File: config.mk
export PLATFORM = sky130hd
export DESIGN_NAME = phy_manager_rx_flat
export DESIGN_NICKNAME = d
export VERILOG_FILES = /design/src/rtl/phy_manager_rx_if.sv /design/src/rtl/phy_manager_rx.sv /design/src/flat_wrapper.sv
export SDC_FILE = /design/constraint.sdc
export NUM_CORES = 1
export LEC_CHECK = 0
export ABC_AREA = 1
export CORE_MARGIN = 3
export CORE_UTILIZATION = 40
export CTS_BUF_LIST = sky130_fd_sc_hd__clkbuf_16
export CTS_CLUSTER_SIZE = 14
export DETAILED_ROUTE_END_ITERATION = 6
export PLACE_DENSITY = 0.7
export SLEW_MARGIN = 20
export SYNTH_ARGS = -nofsm -noshare
export SYNTH_HDL_FRONTEND = slang
export SYNTH_SLANG_ARGS = --single-unit
export TNS_END_PERCENT = 10
File: constraint.sdc
create_clock -name CLK -period 5.3 [get_ports CLK]
set_clock_uncertainty 0.15 [all_clocks]
set_input_delay 0.795 -clock CLK [delete_from_list [all_inputs] [get_ports CLK]]
set_output_delay 0.795 -clock CLK [all_outputs]
set_load 0.01 [all_outputs]
File: src/rtl/phy_manager_rx_if.sv
// Decoded-symbol input bus and flit output bus of the RX PHY manager.
// master: decoder side / endpoint side driver; slave: phy_manager_rx.
interface phy_manager_rx_if #(
   parameter int FLIT_W = 32
);
   logic              sym_valid;
   logic              sym_is_comma;
   logic [2:0]        sym_comma_type;
   logic [FLIT_W-1:0] sym_data;
   logic              sym_err;

   logic [FLIT_W-1:0] flit_out;
   logic              flit_sop;
   logic              flit_eop;
   logic              flit_valid;
   logic              flit_ready;

   modport master (
      output sym_valid,
      output sym_is_comma,
      output sym_comma_type,
      output sym_data,
      output sym_err,
      output flit_ready,
      input  flit_out,
      input  flit_sop,
      input  flit_eop,
      input  flit_valid
   );

   modport slave (
      input  sym_valid,
      input  sym_is_comma,
      input  sym_comma_type,
      input  sym_data,
      input  sym_err,
      input  flit_ready,
      output flit_out,
      output flit_sop,
      output flit_eop,
      output flit_valid
   );
endinterface

File: src/rtl/phy_manager_rx.sv
// RX PHY manager: splits link-control commas into pulses and frames
// START/DATA/END symbols into SOP/EOP flits held in a FIFO.
// Ports: CLK, RST (sync, active-high); rx (slave) symbol in / flit out;
// ack_rx/nack_rx/grtcred0_rx/grtcred1_rx/pkt_err pulses; rx_overflow
// sticky, cleared by clear_err; fifo_count occupancy; pkt_count packets.
module phy_manager_rx #(
   parameter int FLIT_W     = 32,
   parameter int FIFO_DEPTH = 8,
   parameter int CNT_W      = 16
) (
   input  logic                        CLK,
   input  logic                        RST,
   phy_manager_rx_if.slave             rx,
   output logic                        ack_rx,
   output logic                        nack_rx,
   output logic                        grtcred0_rx,
   output logic                        grtcred1_rx,
   output logic                        pkt_err,
   output logic                        rx_overflow,
   input  logic                        clear_err,
   output logic [$clog2(FIFO_DEPTH):0] fifo_count,
   output logic [CNT_W-1:0]            pkt_count
);
   localparam int AW = $clog2(FIFO_DEPTH);
   localparam int CW = AW + 1;
   localparam int EW = FLIT_W + 2;

   localparam logic [2:0] T_START = 3'd1;
   localparam logic [2:0] T_END   = 3'd2;
   localparam logic [2:0] T_ACK   = 3'd3;
   localparam logic [2:0] T_NACK  = 3'd4;
   localparam logic [2:0] T_GC0   = 3'd5;
   localparam logic [2:0] T_GC1   = 3'd6;

   localparam logic [CW-1:0] FULL_CNT = CW'(FIFO_DEPTH);

   typedef enum logic [1:0] {
      S_IDLE,
      S_PKT,
      S_DROP
   } state_t;

   state_t              state_q, state_d;
   logic                stg_full_q, stg_full_d;
   logic [FLIT_W-1:0]   stg_data_q, stg_data_d;
   logic                stg_sop_q, stg_sop_d;
   logic                sop_nxt_q, sop_nxt_d;

   logic                ack_q, nack_q, gc0_q, gc1_q;
   logic                perr_q, perr_d;
   logic                ovf_q, ovf_d;
   logic [CNT_W-1:0]    pkt_cnt_q, pkt_cnt_d;

   logic [EW-1:0]       mem_q [FIFO_DEPTH];
   logic [AW-1:0]       wr_ptr_q, wr_ptr_d;
   logic [AW-1:0]       rd_ptr_q, rd_ptr_d;
   logic [CW-1:0]       cnt_q, cnt_d;

   logic                sym_bad;
   logic                sym_ok;
   logic                is_ctl;
   logic                is_start;
   logic                is_end;
   logic                is_data;

   logic                push;
   logic [FLIT_W-1:0]   push_data;
   logic                push_sop;
   logic                push_eop;
   logic                end_pkt;
   logic                full;
   logic                pop;
   logic                ovf;
   logic                wr_en;
   logic [EW-1:0]       head;

   // Symbol classification; a coding error overrides the symbol type.
   assign sym_bad  = rx.sym_valid & rx.sym_err;
   assign sym_ok   = rx.sym_valid & ~rx.sym_err;
   assign is_ctl   = sym_ok & rx.sym_is_comma;
   assign is_start = is_ctl & (rx.sym_comma_type == T_START);
   assign is_end   = is_ctl & (rx.sym_comma_type == T_END);
   assign is_data  = sym_ok & ~rx.sym_is_comma;

   assign full = (cnt_q == FULL_CNT);
   assign pop  = rx.flit_valid & rx.flit_ready;

   // Framing FSM: next state, staging register and push request.
   always_comb begin
      state_d    = state_q;
      stg_full_d = stg_full_q;
      stg_data_d = stg_data_q;
      stg_sop_d  = stg_sop_q;
      sop_nxt_d  = sop_nxt_q;
      push       = 1'b0;
      push_data  = stg_data_q;
      push_sop   = stg_sop_q;
      push_eop   = 1'b0;
      end_pkt    = 1'b0;
      perr_d     = 1'b0;
      ovf        = 1'b0;

      unique case (1'b1)
         sym_bad: begin
            perr_d     = 1'b1;
            stg_full_d = 1'b0;
            sop_nxt_d  = 1'b0;
            state_d    = S_IDLE;
         end
         is_start: begin
            perr_d     = (state_q == S_PKT);
            stg_full_d = 1'b0;
            sop_nxt_d  = 1'b1;
            state_d    = S_PKT;
         end
         is_data: begin
            case (state_q)
               S_PKT: begin
                  push       = stg_full_q;
                  stg_full_d = 1'b1;
                  stg_data_d = rx.sym_data;
                  stg_sop_d  = sop_nxt_q;
                  sop_nxt_d  = 1'b0;
               end
               S_IDLE:  perr_d = 1'b1;
               default: ;
            endcase
         end
         is_end: begin
            case (state_q)
               S_PKT: begin
                  push       = stg_full_q;
                  push_eop   = 1'b1;
                  end_pkt    = stg_full_q;
                  perr_d     = ~stg_full_q;
                  stg_full_d = 1'b0;
                  sop_nxt_d  = 1'b0;
                  state_d    = S_IDLE;
               end
               S_IDLE:  perr_d  = 1'b1;
               default: state_d = S_IDLE;
            endcase
         end
         default: ;
      endcase

      // A push the FIFO cannot absorb abandons the rest of the packet.
      ovf = push & full & ~pop;
      if (ovf) begin
         state_d    = S_DROP;
         stg_full_d = 1'b0;
         sop_nxt_d  = 1'b0;
      end
   end

   assign wr_en = push & ~ovf;

   always_comb begin
      wr_ptr_d  = wr_ptr_q;
      rd_ptr_d  = rd_ptr_q;
      cnt_d     = cnt_q;
      pkt_cnt_d = pkt_cnt_q;
      ovf_d     = ovf_q;
      if (wr_en) begin
         wr_ptr_d = wr_ptr_q + AW'(1);
      end
      if (pop) begin
         rd_ptr_d = rd_ptr_q + AW'(1);
      end
      unique case ({wr_en, pop})
         2'b10:   cnt_d = cnt_q + CW'(1);
         2'b01:   cnt_d = cnt_q - CW'(1);
         default: cnt_d = cnt_q;
      endcase
      if (end_pkt & ~ovf) begin
         pkt_cnt_d = pkt_cnt_q + CNT_W'(1);
      end
      // A fresh overflow beats a simultaneous clear.
      if (ovf) begin
         ovf_d = 1'b1;
      end else if (clear_err) begin
         ovf_d = 1'b0;
      end
   end

   always_ff @(posedge CLK) begin
      if (RST) begin
         state_q    <= S_IDLE;
         stg_full_q <= 1'b0;
         stg_data_q <= '0;
         stg_sop_q  <= 1'b0;
         sop_nxt_q  <= 1'b0;
         ack_q      <= 1'b0;
         nack_q     <= 1'b0;
         gc0_q      <= 1'b0;
         gc1_q      <= 1'b0;
         perr_q     <= 1'b0;
         ovf_q      <= 1'b0;
         pkt_cnt_q  <= '0;
         wr_ptr_q   <= '0;
         rd_ptr_q   <= '0;
         cnt_q      <= '0;
      end else begin
         state_q    <= state_d;
         stg_full_q <= stg_full_d;
         stg_data_q <= stg_data_d;
         stg_sop_q  <= stg_sop_d;
         sop_nxt_q  <= sop_nxt_d;
         ack_q      <= is_ctl & (rx.sym_comma_type == T_ACK);
         nack_q     <= is_ctl & (rx.sym_comma_type == T_NACK);
         gc0_q      <= is_ctl & (rx.sym_comma_type == T_GC0);
         gc1_q      <= is_ctl & (rx.sym_comma_type == T_GC1);
         perr_q     <= perr_d;
         ovf_q      <= ovf_d;
         pkt_cnt_q  <= pkt_cnt_d;
         wr_ptr_q   <= wr_ptr_d;
         rd_ptr_q   <= rd_ptr_d;
         cnt_q      <= cnt_d;
      end
   end

   // Storage needs no reset: occupancy alone decides what is visible.
   always_ff @(posedge CLK) begin
      if (wr_en) begin
         mem_q[wr_ptr_q] <= {push_data, push_sop, push_eop};
      end
   end

   assign head = mem_q[rd_ptr_q];

   assign rx.flit_out   = head[EW-1:2];
   assign rx.flit_sop   = head[1];
   assign rx.flit_eop   = head[0];
   assign rx.flit_valid = (cnt_q != '0);

   assign ack_rx      = ack_q;
   assign nack_rx     = nack_q;
   assign grtcred0_rx = gc0_q;
   assign grtcred1_rx = gc1_q;
   assign pkt_err     = perr_q;
   assign rx_overflow = ovf_q;
   assign fifo_count  = cnt_q;
   assign pkt_count   = pkt_cnt_q;
endmodule
File: src/flat_wrapper.sv
// flat-port wrapper written by rule: the top's interface ports become plain ports
module phy_manager_rx_flat 
#(
   parameter int FLIT_W     = 32,
   parameter int FIFO_DEPTH = 8,
   parameter int CNT_W      = 16
)
  (CLK, RST, ack_rx, nack_rx, grtcred0_rx, grtcred1_rx, pkt_err, rx_overflow, clear_err, fifo_count, pkt_count, rx_sym_valid, rx_sym_is_comma, rx_sym_comma_type, rx_sym_data, rx_sym_err, rx_flit_ready, rx_flit_out, rx_flit_sop, rx_flit_eop, rx_flit_valid);
  phy_manager_rx_if #(.FLIT_W(FLIT_W)) rx_i ();
  input  logic CLK;
  input  logic RST;
  output logic ack_rx;
  output logic nack_rx;
  output logic grtcred0_rx;
  output logic grtcred1_rx;
  output logic pkt_err;
  output logic rx_overflow;
  input  logic clear_err;
  output logic [$clog2(FIFO_DEPTH):0] fifo_count;
  output logic [CNT_W-1:0] pkt_count;
  input wire logic [$bits(rx_i.sym_valid)-1:0] rx_sym_valid;
  input wire logic [$bits(rx_i.sym_is_comma)-1:0] rx_sym_is_comma;
  input wire logic [$bits(rx_i.sym_comma_type)-1:0] rx_sym_comma_type;
  input wire logic [$bits(rx_i.sym_data)-1:0] rx_sym_data;
  input wire logic [$bits(rx_i.sym_err)-1:0] rx_sym_err;
  input wire logic [$bits(rx_i.flit_ready)-1:0] rx_flit_ready;
  output wire logic [$bits(rx_i.flit_out)-1:0] rx_flit_out;
  output wire logic [$bits(rx_i.flit_sop)-1:0] rx_flit_sop;
  output wire logic [$bits(rx_i.flit_eop)-1:0] rx_flit_eop;
  output wire logic [$bits(rx_i.flit_valid)-1:0] rx_flit_valid;
  assign rx_i.sym_valid = rx_sym_valid;
  assign rx_i.sym_is_comma = rx_sym_is_comma;
  assign rx_i.sym_comma_type = rx_sym_comma_type;
  assign rx_i.sym_data = rx_sym_data;
  assign rx_i.sym_err = rx_sym_err;
  assign rx_i.flit_ready = rx_flit_ready;
  assign rx_flit_out = rx_i.flit_out;
  assign rx_flit_sop = rx_i.flit_sop;
  assign rx_flit_eop = rx_i.flit_eop;
  assign rx_flit_valid = rx_i.flit_valid;
  phy_manager_rx #(.FLIT_W(FLIT_W), .FIFO_DEPTH(FIFO_DEPTH), .CNT_W(CNT_W)) u_core (.CLK(CLK), .RST(RST), .rx(rx_i), .ack_rx(ack_rx), .nack_rx(nack_rx), .grtcred0_rx(grtcred0_rx), .grtcred1_rx(grtcred1_rx), .pkt_err(pkt_err), .rx_overflow(rx_overflow), .clear_err(clear_err), .fifo_count(fifo_count), .pkt_count(pkt_count));
endmodule
======== After elaboration in Yosys (flattened, before gate mapping) ========
Memory sizes are Yosys's and may differ from the RTL's. A register that Yosys moved wholly into a read port is not among the register bits.
Index checks and enable logic that the tools add are counted.
W data, S select, Z words.
word-level totals
  word-level logic and storage cells ...... 95
  register bits after elaboration ......... 69
  output and inout bits ................... 61
  memory bits (writable) .................. 272
  memories kept ........................... 1
  bits of input ports ..................... 42
memories
  memory        words  bits a word  read ports  clocked after memory_dff  write ports  line                  RTL
  u_core.mem_q  8      34           1           1                         1            phy_manager_rx.sv:54  logic [EW-1:0] mem_q [FIFO_DEPTH];
cells by class
  muxes and demuxes ....................... 22
  reductions and logical operators ........ 16
  add/subtract/negate cells ............... 5
  equality and inequality tests ........... 15
  bitwise operators ....................... 20
operator list
  operator                 count
  $add A16 B1 Y16 const B  1
  $and A1 B1 Y1            15
  $mux W1                  12
  $eq A3 B3 Y1 const B     3
  $reduce_bool A3 Y1       3
  $pmux W4 S2              1
  $reduce_and A2 Y1        4
  $reduce_bool A4 Y1       2
  $add A3 B1 Y3 const B    2
  $eq A3 B2 Y1 const B     2
  $mux W3                  2
  $ne A2 B2 Y1 const B     3
  $pmux W1 S3              2
  $pmux W2 S3              1
  $reduce_or A2 Y1         3
  $not A1 Y1               5
  $add A4 B1 Y4 const B    1
  $eq A2 B1 Y1 const B     2
  $eq A4 B4 Y1 const B     1
  $mux W2                  2
  $pmux W1 S4              1
  $reduce_bool A2 Y1       2
  $sub A4 B1 Y4 const B    1
  $eq A3 B1 Y1 const B     1
  other kinds (6)          6

======== Longest topological paths before layout ========
  depth in word-level cells ............... 12
  mapped depth ............................ 15
  gate-level depth less buffers ........... 15

======== Least setup slack after synthesis ========
No wires, ideal clock.
  kind .................................... input to register
  start point ............................. input port rx_sym_comma_type[2]
  end point ............................... memory u_core.mem_q[2][0] (netlist bit), enable pin
  setup time .............................. 0.468 ns
  stages on the path ...................... 5
  path buffers ............................ 0
  data required time ...................... 4.682 ns
  setup slack ............................. 0.770 ns
  arrival time ............................ 3.913 ns
  path through ............................ inv_1 -> nand3_2 -> a21oi_1 -> nand4_1 -> nor3_1
between the ends
  word-level cells in the longest chain between the ends .. 10
ends and longest elaborated chain
  item                                   line                   RTL
  start: declaration                     flat_wrapper.sv:23     input wire logic [$bits(rx_i.sym_comma_type)-1:0] rx_sym_comma_type;
  $eq A3 B2 Y1 (*)                       phy_manager_rx.sv:82   assign is_end = is_ctl & (rx.sym_comma_type == T_END);
  $and A1 B1 Y1 (*)                      phy_manager_rx.sv:82
  $reduce_or A2 Y1 (no source line) (*)  n/a
  $mux W1 (*)                            n/a
  $and A1 B1 Y1 (2 in series)            phy_manager_rx.sv:148  ovf = push & full & ~pop;
  $not A1 Y1                             phy_manager_rx.sv:156  assign wr_en = push & ~ovf;
  $and A1 B1 Y1 (*)                      phy_manager_rx.sv:156
  $mux W1 (*)                            phy_manager_rx.sv:224  if (wr_en) begin
  $mux W1 (not written as such) (*)      phy_manager_rx.sv:225  mem_q[wr_ptr_q] <= {push_data, push_sop, push_eop};
  end: declaration                       phy_manager_rx.sv:54
Every way passes the cells marked *; elsewhere a longest branch is shown, timed or not.

==> summary.md <==
| Metric | Value |
|---|---|
| Outcome | complete, no violations |
| Final ANT Viol Nets | 0 |
| Post-synthesis cell type count | 31 |
| Final min period | approximately 4400 ps |
| Dpl cells | ~1700 |
| Power Density | 443 nW/um^2 |
| Starting density of the core | 41.2% |
| Endpoints failing hold | 0 |
| Number of core rows | 66 |
| Worst Setup End Kind | output port |
| Routed length per instance | 17.1 um |
| Hold-fix buffers at CTS | 0 |
| CTS Sinks | 344 |
| Tot Pwr | between 0.007 and 0.008 W |
| Vias in the first global route | 8804 |
| Hold Path Cell Cnt | 2 |
| I/O pins | 103 |
| Yosys reg bits | 344 |
| Crit path DAT | around 3500 ps |
| Largest net degree at the start of global routing | 76 |
| Setup bufs post-CTS | 0 |
| DRC | 0 |
| Gr usage total | around 16% |
| Number of antenna repair diodes | 0 |
| Total gr overflow | 0 |
| Worst-case clock buffer depth | 3 |
| Clock tree from TritonCTS | built |
| Delay-heaviest family, CP | buffers and inverters |
| Post-layout util | between 40% and 50% |
| Slowest-stage cell, CP | dfxtp_4 |
| Clock root cell | clkbuf_16 |
| Endpoints failing setup | 0 |
| Slew Limit Fails | 0 |
| Die Height | approximately 190 um |
| Register area | 9610 um^2 |
| H-tree Lvls | 2 |
| Die area | between 30000 and 40000 um^2 |
| Initial drt markers | 743 |
| Area Growth Syn to Fin | 19.7% |
| Max Cap Violations | 0 |
| Sum Neg Setup Slack | 0 ps |
| Detail Placement HPWL | 16600 um |
| Critical path peak fanout | between 70 and 80 |
| Yosys warning total | 0 |
| Via count | just over 9000 |
| Leakage | between 5 and 6 nW |
| Stages on the worst setup path | 6 |
| Worst hold path type | reg2reg |
| WL final | 30300 um |
| Initial antenna violation count | 0 |
| Fill count | roughly 2900 |
| CORE AREA | 32900 um^2 |
| Mapped Cells | between 1000 and 1500 |
| Mapped Nets | 1265 |
| Synthesized area | ~14000 um^2 |
| Setup repair after global routing missed its margin | no |
| Fin crit share | around 84% |
| Seq/Total Area, Yosys | between 70% and 80% |
| DR pass1 iterations | 5 |
| Layout Cells excl Fill | between 1500 and 2000 |
| Global-route wire length before repair | ~48000 um |
| NumNets Final | around 1400 |
| Cts bufs inserted | 36 |
| Slew margin rel. | a little over a quarter |
| Fmax | 226 MHz |
| Slowest stage delay, CP | slightly above 800 ps |
| Worst EP required | ~4400 ps |
| Worst path buffer plus inverter count | 2 |
| Die W | ~190 um |
| Share of cells above drive strength 1 | 7.06% |
| Gp weighted congestion | between 0.8 and 0.9 |
| # port buffers | about 100 |
| Clock latency on the worst-skew pair | slightly above 500 ps |
| Area of the multi-input gates | approximately 3600 um^2 |
| PostCTS Resize Cnt | 0 |
| Crit-path cells | buf_4 > o21ai_0 > o22ai_1 > nor2_1 > a31oi_1 > clkdlybuf4s50_1 |
| VDD IR max | ~0.0003 V |
| Clock slew at reported path FFs | approximately 60 ps |
| Vias per cell | ~5.1 |
| Kind of critical path | reg2out |
| Worst-margin pin slew | between 1000 and 1500 ps |
| Mean Syn Cell Area | around 11 um^2 |
| Reg2reg path depth | 6 |
| Setup crit start kind | flop |
[power by group]
group	internal [W]	switching, W
Clock	0.00151	0.000981
Combinational	0.000683	0.00101
Sequential	0.00290	0.0000987
Total	0.00509	0.00209
[sequential cells by signal, indices dropped and copies added (netlist names), 2 cells and up, named ones only]
name               flops
u_core.mem_q         272
u_core.push_data      32
u_core.wr_ptr_q        3
u_core.fifo_count      4
u_core.pkt_count      16
u_core.state_q         2
u_core.rd_ptr_q        3
[worst paths after layout]
check / from / end / slack [ps]
max: flop / rx_flit_out[15] / 870
min: u_core.rd_ptr_q[2] / u_core.rd_ptr_q[2] / 310
max reg2reg: u_core.state_q[1] / u_core.push_sop / 2650
min reg2reg: u_core.rd_ptr_q[2] / u_core.rd_ptr_q[2] / 310
[cell type report]
| type | count | share of cell area (%) |
|---|---|---|
| flip-flops and latches | 344 | 59.2 |
| clock buffers | 37 | 5.70 |
| well taps | 442 | 3.41 |
| repair buffers | 116 | 7.21 |
| multi-input cells | 769 | 22.0 |
| inverters | 38 | 0.894 |
| clock inverters | 27 | 1.54 |
[cell usage after synthesis]
library cell | instances | area (um^2)
nand3_2 | 3 | 30.0
nand3_1 | 18 | 90.1
nor2_2 | 2 | 12.5
o21ai_1 | 1 | 5.00
buf_6 | 1 | 11.3
nand2_1 | 82 | 308
edfxtp_1 | 272 | 8170
a21oi_2 | 2 | 17.5
nor2_1 | 350 | 1310
clkbuf_1 | 42 | 158
nor3b_1 | 2 | 15.0
and3_1 | 1 | 6.26
a31oi_1 | 34 | 213
inv_2 | 4 | 15.0
inv_1 | 33 | 124
nand2_2 | 1 | 6.26
clkinv_1 | 1 | 3.75
buf_4 | 3 | 22.5
o22ai_1 | 34 | 213
nand4_1 | 10 | 62.6
dfxtp_1 | 72 | 1440
buf_1 | 1 | 3.75
ha_1 | 6 | 75.1
nor3_1 | 10 | 50.1
xnor2_1 | 2 | 17.5
o21ai_0 | 179 | 896
nor2_4 | 3 | 33.8
a21oi_1 | 25 | 125
xor2_1 | 3 | 26.3
o21a_1 | 1 | 7.51
buf_2 | 19 | 95.1
[per-layer routing]
metal | vias up | routed length [um] | share of wire, % | GRT usage (%)
met2 | 237 | 13900 | 46 | 25.8
met5 | - | 0 | 0 | 0
li1 | 4452 | - | - | -
met3 | 46 | 1850 | 6.1 | 3.48
met4 | 0 | 657 | 2.2 | 5.11
met1 | 4381 | 13800 | 46 | 23.3
[cells in the final DEF, fill, tap and decap left out, types with 3 or more instances in the layout]
cell	synthesis	routed
a21oi_1	25	25
a31oi_1	34	34
buf_4	3	11
bufinv_16	0	5
clkbuf_16	0	37
clkdlybuf4s50_1	0	102
clkinv_2	0	6
dfxtp_1	72	70
edfxtp_1	272	272
ha_1	6	6
inv_1	33	42
inv_2	4	6
nand2_1	82	82
nand3_1	18	18
nand3_2	3	3
nand4_1	10	10
nor2_1	350	348
nor2_4	3	5
nor3_1	10	3
nor3_2	0	7
o21ai_0	179	179
o22ai_1	34	34
xor2_1	3	3
[through the flow]
stage	worst slack, ps	area, um^2	hold WS, ps
after global placement	1410	15000	297
after global routing	600	16200	354
after detailed placement	1390	15100	303
after CTS	840	16200	317
final	868	16200	314
after floorplan	770	13600	283
[cells by family after synthesis]
| group | after synthesis | synth area share [%] |
|---|---|---|
| adder cells (fa/ha/maj) | 6 | 0.553 |
| AND/OR/NAND/NOR | 482 | 14.2 |
| buffers and inverters | 104 | 3.19 |
| flip-flops | 344 | 70.8 |
| XOR/XNOR | 5 | 0.323 |
| AO/OA/AOI/OAI | 276 | 10.9 |
[worst register-to-register path: stages (launching register included)]
cell,delay (ps)
dfxtp_1,350
inv_1,90
nand2_1,150
nor2_4,770
inv_2,560
nor2_1,390
nor2_1,80
Note: power is estimated with default switching activity, not from simulation.
